**config.mk**
```make
export PLATFORM = sky130hd
export DESIGN_NAME = uart_cmd_decoder_flat
export DESIGN_NICKNAME = d
export VERILOG_FILES = /design/src/rtl/uart_cmd_decoder_pkg.sv /design/src/rtl/uart_cmd_decoder_if.sv /design/src/rtl/uart_cmd_decoder_crc8_step.sv /design/src/rtl/uart_cmd_decoder.sv /design/src/flat_wrapper.sv
export SDC_FILE = /design/constraint.sdc
export NUM_CORES = 1
export LEC_CHECK = 0
export BUFFER_PORTS_ARGS = -buffer_cell sky130_fd_sc_hd__buf_2
export CAP_MARGIN = 20
export CORE_MARGIN = 4
export CORE_UTILIZATION = 53
export CTS_CLUSTER_DIAMETER = 80
export DETAILED_ROUTE_END_ITERATION = 8
export HOLD_SLACK_MARGIN = 0.15
export PLACE_DENSITY = 0.82
export SYNTH_ARGS = -nofsm -noshare
export SYNTH_HDL_FRONTEND = slang
export SYNTH_SLANG_ARGS = --single-unit
```
**constraint.sdc**
```tcl
create_clock -name clk -period 2.15 [get_ports clk]
set_input_delay 0.43 -clock clk [delete_from_list [all_inputs] [get_ports clk]]
set_output_delay 0.43 -clock clk [all_outputs]
set_load 0.05 [all_outputs]
```
**src/rtl/uart_cmd_decoder_pkg.sv**
```systemverilog
// Shared constants, FSM state type and command classification helpers
// for the UART command-frame decoder.
//   SYNC_BYTE   : frame start marker
//   COM_*       : recognised command codes
//   CRC_POLY    : CRC-8 generator polynomial (x^8 + x^2 + x + 1)
//   ADR_RD_FLAG : ADR_H bit the host sets to mark a memory read
package uart_cmd_decoder_pkg;

    localparam logic [7:0] SYNC_BYTE   = 8'hA5;
    localparam logic [7:0] COM_WREG    = 8'h00;
    localparam logic [7:0] COM_RREG    = 8'h80;
    localparam logic [7:0] COM_MEM     = 8'h81;
    localparam logic [7:0] COM_IDLE    = 8'hFF;
    localparam logic [7:0] CRC_POLY    = 8'h07;
    localparam logic [7:0] ADR_RD_FLAG = 8'h80;

    typedef enum logic [2:0] {
        ST_HUNT,
        ST_COM,
        ST_ADRH,
        ST_ADRL,
        ST_LEN,
        ST_DATA,
        ST_CRC,
        ST_READ
    } state_t;

    // COM_MEM is shared by reads and writes; the ADR_H flag disambiguates.
    function automatic logic cmd_is_write(input logic [7:0] com, input logic rd_flag);
        return (com == COM_WREG) || ((com == COM_MEM) && !rd_flag);
    endfunction

    function automatic logic cmd_is_read(input logic [7:0] com, input logic rd_flag);
        return (com == COM_RREG) || ((com == COM_MEM) && rd_flag);
    endfunction

endpackage

```
**src/rtl/uart_cmd_decoder_if.sv**
```systemverilog
// Bundle of all non-clock signals between the decoder, the UART and the
// register/memory block.
//   master : UART/host side (drives rx_byte, rx_vld, tx_rdy; observes the rest)
//   slave  : the decoder itself
interface uart_cmd_decoder_if;
    logic [7:0]  rx_byte;
    logic        rx_vld;
    logic        tx_rdy;
    logic [7:0]  com;
    logic [15:0] wr_adr;
    logic [15:0] rd_adr;
    logic [7:0]  rx_dat;
    logic        ce_wr_dat;
    logic        rd_strb;
    logic        frame_ok;
    logic        crc_err;
    logic        tout_err;
    logic        busy;

    modport master (
        output rx_byte, rx_vld, tx_rdy,
        input  com, wr_adr, rd_adr, rx_dat, ce_wr_dat, rd_strb,
               frame_ok, crc_err, tout_err, busy
    );

    modport slave (
        input  rx_byte, rx_vld, tx_rdy,
        output com, wr_adr, rd_adr, rx_dat, ce_wr_dat, rd_strb,
               frame_ok, crc_err, tout_err, busy
    );
endinterface

```
**src/rtl/uart_cmd_decoder_crc8_step.sv**
```systemverilog
// Combinational CRC-8 update for one byte, MSB first.
//   crc_in  : running CRC before this byte
//   dat_in  : byte being absorbed
//   crc_out : running CRC after this byte
module crc8_step
    import uart_cmd_decoder_pkg::*;
(
    input  logic [7:0] crc_in,
    input  logic [7:0] dat_in,
    output logic [7:0] crc_out
);

    logic [7:0] c;

    // Xor the whole byte in up front, then shift out eight bits; equivalent
    // to feeding one data bit per shift.
    always_comb begin
        c = crc_in ^ dat_in;
        for (int i = 0; i < 8; i++) begin
            c = c[7] ? ({c[6:0], 1'b0} ^ CRC_POLY) : {c[6:0], 1'b0};
        end
        crc_out = c;
    end

endmodule

```
**src/rtl/uart_cmd_decoder.sv**
```systemverilog
// Frame decoder between the UART receiver and the register/memory block.
// Frame: SYNC, COM, ADR_H, ADR_L, LEN, DATA[0..LEN-1], CRC8.
// Ports:
//   clk   : system clock, all state on posedge
//   rst_n : asynchronous active-low reset
//   bus   : uart_cmd_decoder_if.slave
//           in : rx_byte/rx_vld (received bytes), tx_rdy (transmitter ready)
//           out: com, wr_adr, rd_adr, rx_dat, ce_wr_dat (write port),
//                rd_strb (read pacing), frame_ok/crc_err/tout_err pulses, busy
module uart_cmd_decoder
    import uart_cmd_decoder_pkg::*;
#(
    parameter int TOUT_CYC = 50000,
    parameter int TOUT_W   = 16
) (
    input  logic                 clk,
    input  logic                 rst_n,
    uart_cmd_decoder_if.slave    bus
);

    state_t              state_q, state_d;
    logic [7:0]          com_q, com_d;
    logic [15:0]         wr_adr_q, wr_adr_d;
    logic [15:0]         rd_adr_q, rd_adr_d;
    logic [7:0]          rx_dat_q, rx_dat_d;
    logic                ce_wr_dat_q, ce_wr_dat_d;
    logic                frame_ok_q, frame_ok_d;
    logic                crc_err_q, crc_err_d;
    logic                tout_err_q, tout_err_d;
    logic                busy_q, busy_d;
    logic [7:0]          len_q, len_d;
    logic [7:0]          cnt_q, cnt_d;
    logic [7:0]          crc_q, crc_d;
    logic                rd_flag_q, rd_flag_d;
    logic [TOUT_W-1:0]   tout_q, tout_d;
    logic                rd_strb_prev_q, rd_strb_prev_d;

    logic [7:0]          crc_next;
    logic [7:0]          cnt_inc;
    logic [TOUT_W-1:0]   tout_inc;
    logic                tout_hit;
    logic                is_wr, is_rd;
    logic                rd_fire;
    logic                timed;

    // COM restarts the CRC from zero, so seed the step with 0 in that state.
    crc8_step u_crc8_step (
        .crc_in  ((state_q == ST_COM) ? 8'h00 : crc_q),
        .dat_in  (bus.rx_byte),
        .crc_out (crc_next)
    );

    assign cnt_inc  = cnt_q + 8'd1;
    assign tout_inc = tout_q + 1'b1;
    assign tout_hit = (tout_inc == TOUT_W'(TOUT_CYC));
    assign is_wr    = cmd_is_write(com_q, rd_flag_q);
    assign is_rd    = cmd_is_read(com_q, rd_flag_q);
    assign timed    = (state_q != ST_HUNT) && (state_q != ST_READ);

    // rd_strb must line up with the tx_rdy cycle itself, so it is decoded
    // from registered state plus tx_rdy. A strobe is never issued in the cycle
    // right after another one: rd_adr has just advanced and the memory needs
    // one cycle of stable address before its data is valid.
    assign rd_fire = (state_q == ST_READ) && bus.tx_rdy &&
                     (cnt_q < len_q) && !rd_strb_prev_q;

    always_comb begin
        state_d        = state_q;
        com_d          = com_q;
        wr_adr_d       = ce_wr_dat_q ? (wr_adr_q + 16'd1) : wr_adr_q;
        rd_adr_d       = rd_adr_q;
        rx_dat_d       = rx_dat_q;
        ce_wr_dat_d    = 1'b0;
        frame_ok_d     = 1'b0;
        crc_err_d      = 1'b0;
        tout_err_d     = 1'b0;
        len_d          = len_q;
        cnt_d          = cnt_q;
        crc_d          = crc_q;
        rd_flag_d      = rd_flag_q;
        tout_d         = '0;
        rd_strb_prev_d = rd_fire;

        if (timed) begin
            if (bus.rx_vld) begin
                tout_d = '0;
            end else if (tout_hit) begin
                tout_err_d = 1'b1;
                state_d    = ST_HUNT;
                com_d      = COM_IDLE;
            end else begin
                tout_d = tout_inc;
            end
        end

        if (rd_fire) begin
            rd_adr_d = rd_adr_q + 16'd1;
            cnt_d    = cnt_inc;
            if (cnt_inc == len_q) begin
                state_d = ST_HUNT;
                com_d   = COM_IDLE;
            end
        end

        if (bus.rx_vld) begin
            unique case (state_q)
                ST_HUNT: begin
                    if (bus.rx_byte == SYNC_BYTE) state_d = ST_COM;
                end
                ST_COM: begin
                    com_d   = bus.rx_byte;
                    crc_d   = crc_next;
                    state_d = ST_ADRH;
                end
                ST_ADRH: begin
                    wr_adr_d[15:8] = bus.rx_byte;
                    rd_adr_d[15:8] = (com_q == COM_MEM) ? (bus.rx_byte & ~ADR_RD_FLAG)
                                                        : bus.rx_byte;
                    rd_flag_d      = |(bus.rx_byte & ADR_RD_FLAG);
                    crc_d          = crc_next;
                    state_d        = ST_ADRL;
                end
                ST_ADRL: begin
                    wr_adr_d[7:0] = bus.rx_byte;
                    rd_adr_d[7:0] = bus.rx_byte;
                    crc_d         = crc_next;
                    state_d       = ST_LEN;
                end
                ST_LEN: begin
                    len_d = bus.rx_byte;
                    cnt_d = 8'd0;
                    crc_d = crc_next;
                    // Unknown commands carry no payload and go straight to CRC.
                    if ((bus.rx_byte != 8'd0) && is_wr) state_d = ST_DATA;
                    else                                state_d = ST_CRC;
                end
                ST_DATA: begin
                    rx_dat_d    = bus.rx_byte;
                    ce_wr_dat_d = 1'b1;
                    crc_d       = crc_next;
                    cnt_d       = cnt_inc;
                    if (cnt_inc == len_q) state_d = ST_CRC;
                end
                ST_CRC: begin
                    if (bus.rx_byte == crc_q) begin
                        frame_ok_d = 1'b1;
                        if (is_rd && (len_q != 8'd0)) begin
                            state_d = ST_READ;
                            cnt_d   = 8'd0;
                        end else begin
                            state_d = ST_HUNT;
                            com_d   = COM_IDLE;
                        end
                    end else begin
                        crc_err_d = 1'b1;
                        state_d   = ST_HUNT;
                        com_d     = COM_IDLE;
                    end
                end
                ST_READ: begin
                    // Bytes arriving mid-burst are dropped.
                end
                default: begin
                    state_d = ST_HUNT;
                end
            endcase
        end

        busy_d = (state_d != ST_HUNT);
    end

    always_ff @(posedge clk or negedge rst_n) begin
        if (!rst_n) begin
            state_q        <= ST_HUNT;
            com_q          <= COM_IDLE;
            wr_adr_q       <= 16'd0;
            rd_adr_q       <= 16'd0;
            rx_dat_q       <= 8'd0;
            ce_wr_dat_q    <= 1'b0;
            frame_ok_q     <= 1'b0;
            crc_err_q      <= 1'b0;
            tout_err_q     <= 1'b0;
            busy_q         <= 1'b0;
            len_q          <= 8'd0;
            cnt_q          <= 8'd0;
            crc_q          <= 8'd0;
            rd_flag_q      <= 1'b0;
            tout_q         <= '0;
            rd_strb_prev_q <= 1'b0;
        end else begin
            state_q        <= state_d;
            com_q          <= com_d;
            wr_adr_q       <= wr_adr_d;
            rd_adr_q       <= rd_adr_d;
            rx_dat_q       <= rx_dat_d;
            ce_wr_dat_q    <= ce_wr_dat_d;
            frame_ok_q     <= frame_ok_d;
            crc_err_q      <= crc_err_d;
            tout_err_q     <= tout_err_d;
            busy_q         <= busy_d;
            len_q          <= len_d;
            cnt_q          <= cnt_d;
            crc_q          <= crc_d;
            rd_flag_q      <= rd_flag_d;
            tout_q         <= tout_d;
            rd_strb_prev_q <= rd_strb_prev_d;
        end
    end

    assign bus.com       = com_q;
    assign bus.wr_adr    = wr_adr_q;
    assign bus.rd_adr    = rd_adr_q;
    assign bus.rx_dat    = rx_dat_q;
    assign bus.ce_wr_dat = ce_wr_dat_q;
    assign bus.rd_strb   = rd_fire;
    assign bus.frame_ok  = frame_ok_q;
    assign bus.crc_err   = crc_err_q;
    assign bus.tout_err  = tout_err_q;
    assign bus.busy      = busy_q;

endmodule

```
**src/flat_wrapper.sv**
```systemverilog
// flat-port wrapper written by rule: the top's interface ports become plain ports
module uart_cmd_decoder_flat import uart_cmd_decoder_pkg::*;
#(
    parameter int TOUT_CYC = 50000,
    parameter int TOUT_W   = 16
)
  (clk, rst_n, bus_rx_byte, bus_rx_vld, bus_tx_rdy, bus_com, bus_wr_adr, bus_rd_adr, bus_rx_dat, bus_ce_wr_dat, bus_rd_strb, bus_frame_ok, bus_crc_err, bus_tout_err, bus_busy);
  uart_cmd_decoder_if bus_i ();
  input  logic clk;
  input  logic rst_n;
  input wire logic [$bits(bus_i.rx_byte)-1:0] bus_rx_byte;
  input wire logic [$bits(bus_i.rx_vld)-1:0] bus_rx_vld;
  input wire logic [$bits(bus_i.tx_rdy)-1:0] bus_tx_rdy;
  output wire logic [$bits(bus_i.com)-1:0] bus_com;
  output wire logic [$bits(bus_i.wr_adr)-1:0] bus_wr_adr;
  output wire logic [$bits(bus_i.rd_adr)-1:0] bus_rd_adr;
  output wire logic [$bits(bus_i.rx_dat)-1:0] bus_rx_dat;
  output wire logic [$bits(bus_i.ce_wr_dat)-1:0] bus_ce_wr_dat;
  output wire logic [$bits(bus_i.rd_strb)-1:0] bus_rd_strb;
  output wire logic [$bits(bus_i.frame_ok)-1:0] bus_frame_ok;
  output wire logic [$bits(bus_i.crc_err)-1:0] bus_crc_err;
  output wire logic [$bits(bus_i.tout_err)-1:0] bus_tout_err;
  output wire logic [$bits(bus_i.busy)-1:0] bus_busy;
  assign bus_i.rx_byte = bus_rx_byte;
  assign bus_i.rx_vld = bus_rx_vld;
  assign bus_i.tx_rdy = bus_tx_rdy;
  assign bus_com = bus_i.com;
  assign bus_wr_adr = bus_i.wr_adr;
  assign bus_rd_adr = bus_i.rd_adr;
  assign bus_rx_dat = bus_i.rx_dat;
  assign bus_ce_wr_dat = bus_i.ce_wr_dat;
  assign bus_rd_strb = bus_i.rd_strb;
  assign bus_frame_ok = bus_i.frame_ok;
  assign bus_crc_err = bus_i.crc_err;
  assign bus_tout_err = bus_i.tout_err;
  assign bus_busy = bus_i.busy;
  uart_cmd_decoder #(.TOUT_CYC(TOUT_CYC), .TOUT_W(TOUT_W)) u_core (.clk(clk), .rst_n(rst_n), .bus(bus_i));
endmodule
```
==> reports/qor.yml <==
yosys:
  synth_area_per_cell_um2: 8.97
  ys_types: 63
  synth_nets: 644
  synth-edff-count: 0
  synth_cells: 620
  yosysWarnings: 0
  syn_area_mm2: 0.00556
  ys_ff_latch: 98
  ys_seq_area_frac: 0.443
  synthFlopType: "dfrtp_1"
  async_flop_share: 1.00
drt:
  wire_per_inst_um: 19.6
  totalWireLength_um: 18100
  drtAntennaViolNets: 0
  drt_iter0_markers: 584
  route.detailed.drc: 0
  drt-pass1-iter-count: 5
  num_vias: 5510
  vias_per_cell: 5.96
critical_path:
  reg2reg_to: "u_core.bus.busy"
  crit_chain: "buf_4, buf_4, buf_4, nor4_1, a21oi_1, nand4_1, nand2_1, o2bb2ai_1, and3_1, nor3_2, o211ai_1"
  critPathLaunchType: "flop"
  worstRegToRegCells: 11
  cp.arrival_ns: 2.76
  crit_path_frequent_cell: "buf_4"
  critPathKind: "reg -> reg"
  critPathMaxFanout: 4
  critical_path.slowest_cell: "dfrtp_1"
  critical_path_required_ns: 2.40
  r2r_start: "u_core.len_q[1]"
  critPathMaxStageDelay_ns: 0.40
  r2r_setup_slack_ns: -0.36
  end_kind: "flop"
finish:
  final_core_utilization: 0.739
  syn2layout_area_growth_pct: 36.5
  n_antenna_cell: 0
  layout-drive-gt1-share: 0.379
  final_cell_mix: "buf_4, dfrtp_1, nand2_1"
  mostFrequentLayoutCell: "buf_4"
  fin_nets: 807
clocking:
  cts-buffers-inserted: 9
  clockBufferDepth: 2
  clk_latency_ns: 0.39
  path_clk_slew_ns: 0.10
  clkSinkCount: 98
  cts-root-buf: "clkbuf_8"
  cts_tree: "yes"
  h-tree-depth: 3
sta:
  fin_ws_ns: -0.363
  timing.slew.headroom: 0.615
  period_needed_ns: 2.51
  setup_viol: 41
  tightest_slew_ns: 0.576
  slew_viol_final: 0
  hold_viol_final: 0
  fmax_mhz: 398
  rsz0062_at_grt: "yes"
  fin_crit_sh: 1.17
  skew_ns: 0.0166
floorplan:
  die_width_um: 110
  ios: 66
  die_area_mm2: 0.0122
  fp.dieH_um: 110
  core_mm2: 0.0103
  rows: 37
  start_util: 0.541
global_routing:
  grt_pass1_wl_um: 27000
  track_usage: 0.268
  first_global_vias: 5364
  grt-ovfl-total: 0
  antenna_found_initial: 0
  grt_max_degree: 37
min_path:
  min_to: "u_core.bus.rx_dat[5]"
  hp-class: "reg -> reg"
  hold_path_depth: 2
  worstHoldStart: "u_core.bus.rx_dat[5]"
pwr:
  p_per_area_mw_per_mm2: 1420
  vdd_drop_max_uv: 991
  leakage_uw: 0.00341
  finalPower_uw: 10800
placed_design:
  portBuffers: 65
  place_ws_ns: -0.250
  gp_congestion: 0.904
  hpwl_um: 11200
outcome:
  violations: "negative setup slack"
  status: "complete, but fails checks"
flow_run:
  drv_cap: 0
-- what timing repair did --
action / 4_1_cts / 5_1_grt
hold buffers: 1 / 0
endpoints found under the setup margin: 48 / 52
resized for setup: 52 / 68
hold endpoints to repair: 20 / 0
pin swaps: 47 / 38
setup buffers: 12 / 14
gates cloned: 0 / 1
-- routing by layer --
metal / up-vias / wire, µm / track usage
met4: 0 / 619 / 0.105
met3: 69 / 1340 / 0.0504
met5: - / 0 / 0
met2: 301 / 9070 / 0.443
met1: 2680 / 7080 / 0.349
li1: 2460 / - / -
-- kinds of logic after synthesis --
logic type,synth area share
DFF,0.443
AOI/OAI and AO/OA,0.120
muxes,0.0130
xor gates and xnor gates,0.130
adders and majority gates,0.0288
and+or+nand+nor,0.227
buffers and inverters,0.0380
-- critical path, delay by kind of cell (launching register included) --
kind | cells | cell delay (ns)
AO/OA/AOI/OAI | 3 | 0.42
buffers and inverters | 3 | 0.39
flip-flops | 1 | 0.40
AND/OR/NAND/NOR | 5 | 1.17
-- area by class of cell --
class                      instances  area, µm²
sequential                        98       2470
multi-input combinational        473       3400
timing repair buffer             183       1290
fill                             650       2680
clock buffer                      11        131
inverter                          18       67.6
tap                              136        170
clock inverter                     5       62.6
-- report_power, final --
| part | internal (µW) | total [µW] | switching (µW) |
|---|---|---|---|
| combinational | 2320 | 6260 | 3940 |
| sequential | 2550 | 3260 | 708 |
| clock | 550 | 1250 | 701 |
-- Yosys cell counts, types with 8 or more instances --
| library cell | count | area [µm²] |
|---|---|---|
| and3_1 | 14 | 87.6 |
| xnor2_1 | 36 | 315 |
| dfstp_2 | 8 | 210 |
| nor2b_1 | 10 | 62.6 |
| inv_1 | 17 | 63.8 |
| nand3_1 | 24 | 120 |
| clkbuf_1 | 23 | 86.3 |
| a21oi_1 | 50 | 250 |
| nand4_1 | 15 | 93.8 |
| nor4_1 | 8 | 50.1 |
| xor2_1 | 45 | 394 |
| dfrtp_1 | 90 | 2250 |
| nand2_1 | 73 | 274 |
| ha_1 | 12 | 150 |
| o21ai_0 | 22 | 110 |
| nor3_1 | 12 | 60.1 |
| nor2_1 | 70 | 263 |
-- per-stage QoR --
step	cell area [µm²]	hold slack [ns]	std cells	TNS [ns]
6_report	7590	0.486	924	-6.45
3_3_place_gp	6720	0.405	885	-1.61
4_1_cts	7190	0.469	912	-3.25
2_1_floorplan	5630	0.134	620	-0.329
5_1_grt	7590	0.508	924	-10.60
3_5_place_dp	6720	0.406	885	-5.43
-- flip-flops by register name, indices dropped and copies added (netlist names), 3 cells and up --
name	count
u_core.bus.com	8
u_core.bus.rd_adr	16
u_core.bus.rx_dat	8
u_core.bus.wr_adr	16
u_core.cnt_q	8
u_core.crc_q	8
u_core.len_q	8
u_core.state_q	3
u_core.tout_q	16
-- worst max path at each step --
stage	start	end	slack [ns]	depth (start not counted)
floorplan	u_core.bus.com[5]	u_core.cnt_q[5]	-0.08	8
global placement	u_core.cnt_q[1]	u_core.bus.com[0]	-0.11	9
detailed placement	u_core.len_q[1]	u_core.bus.com[1]	-0.25	10
CTS	u_core.len_q[1]	bus_rd_strb	-0.30	8
global route	u_core.len_q[1]	u_core.bus.busy	-0.47	11
finish	u_core.len_q[1]	u_core.bus.busy	-0.36	11
No activity file was read; power rests on OpenSTA's default activity.
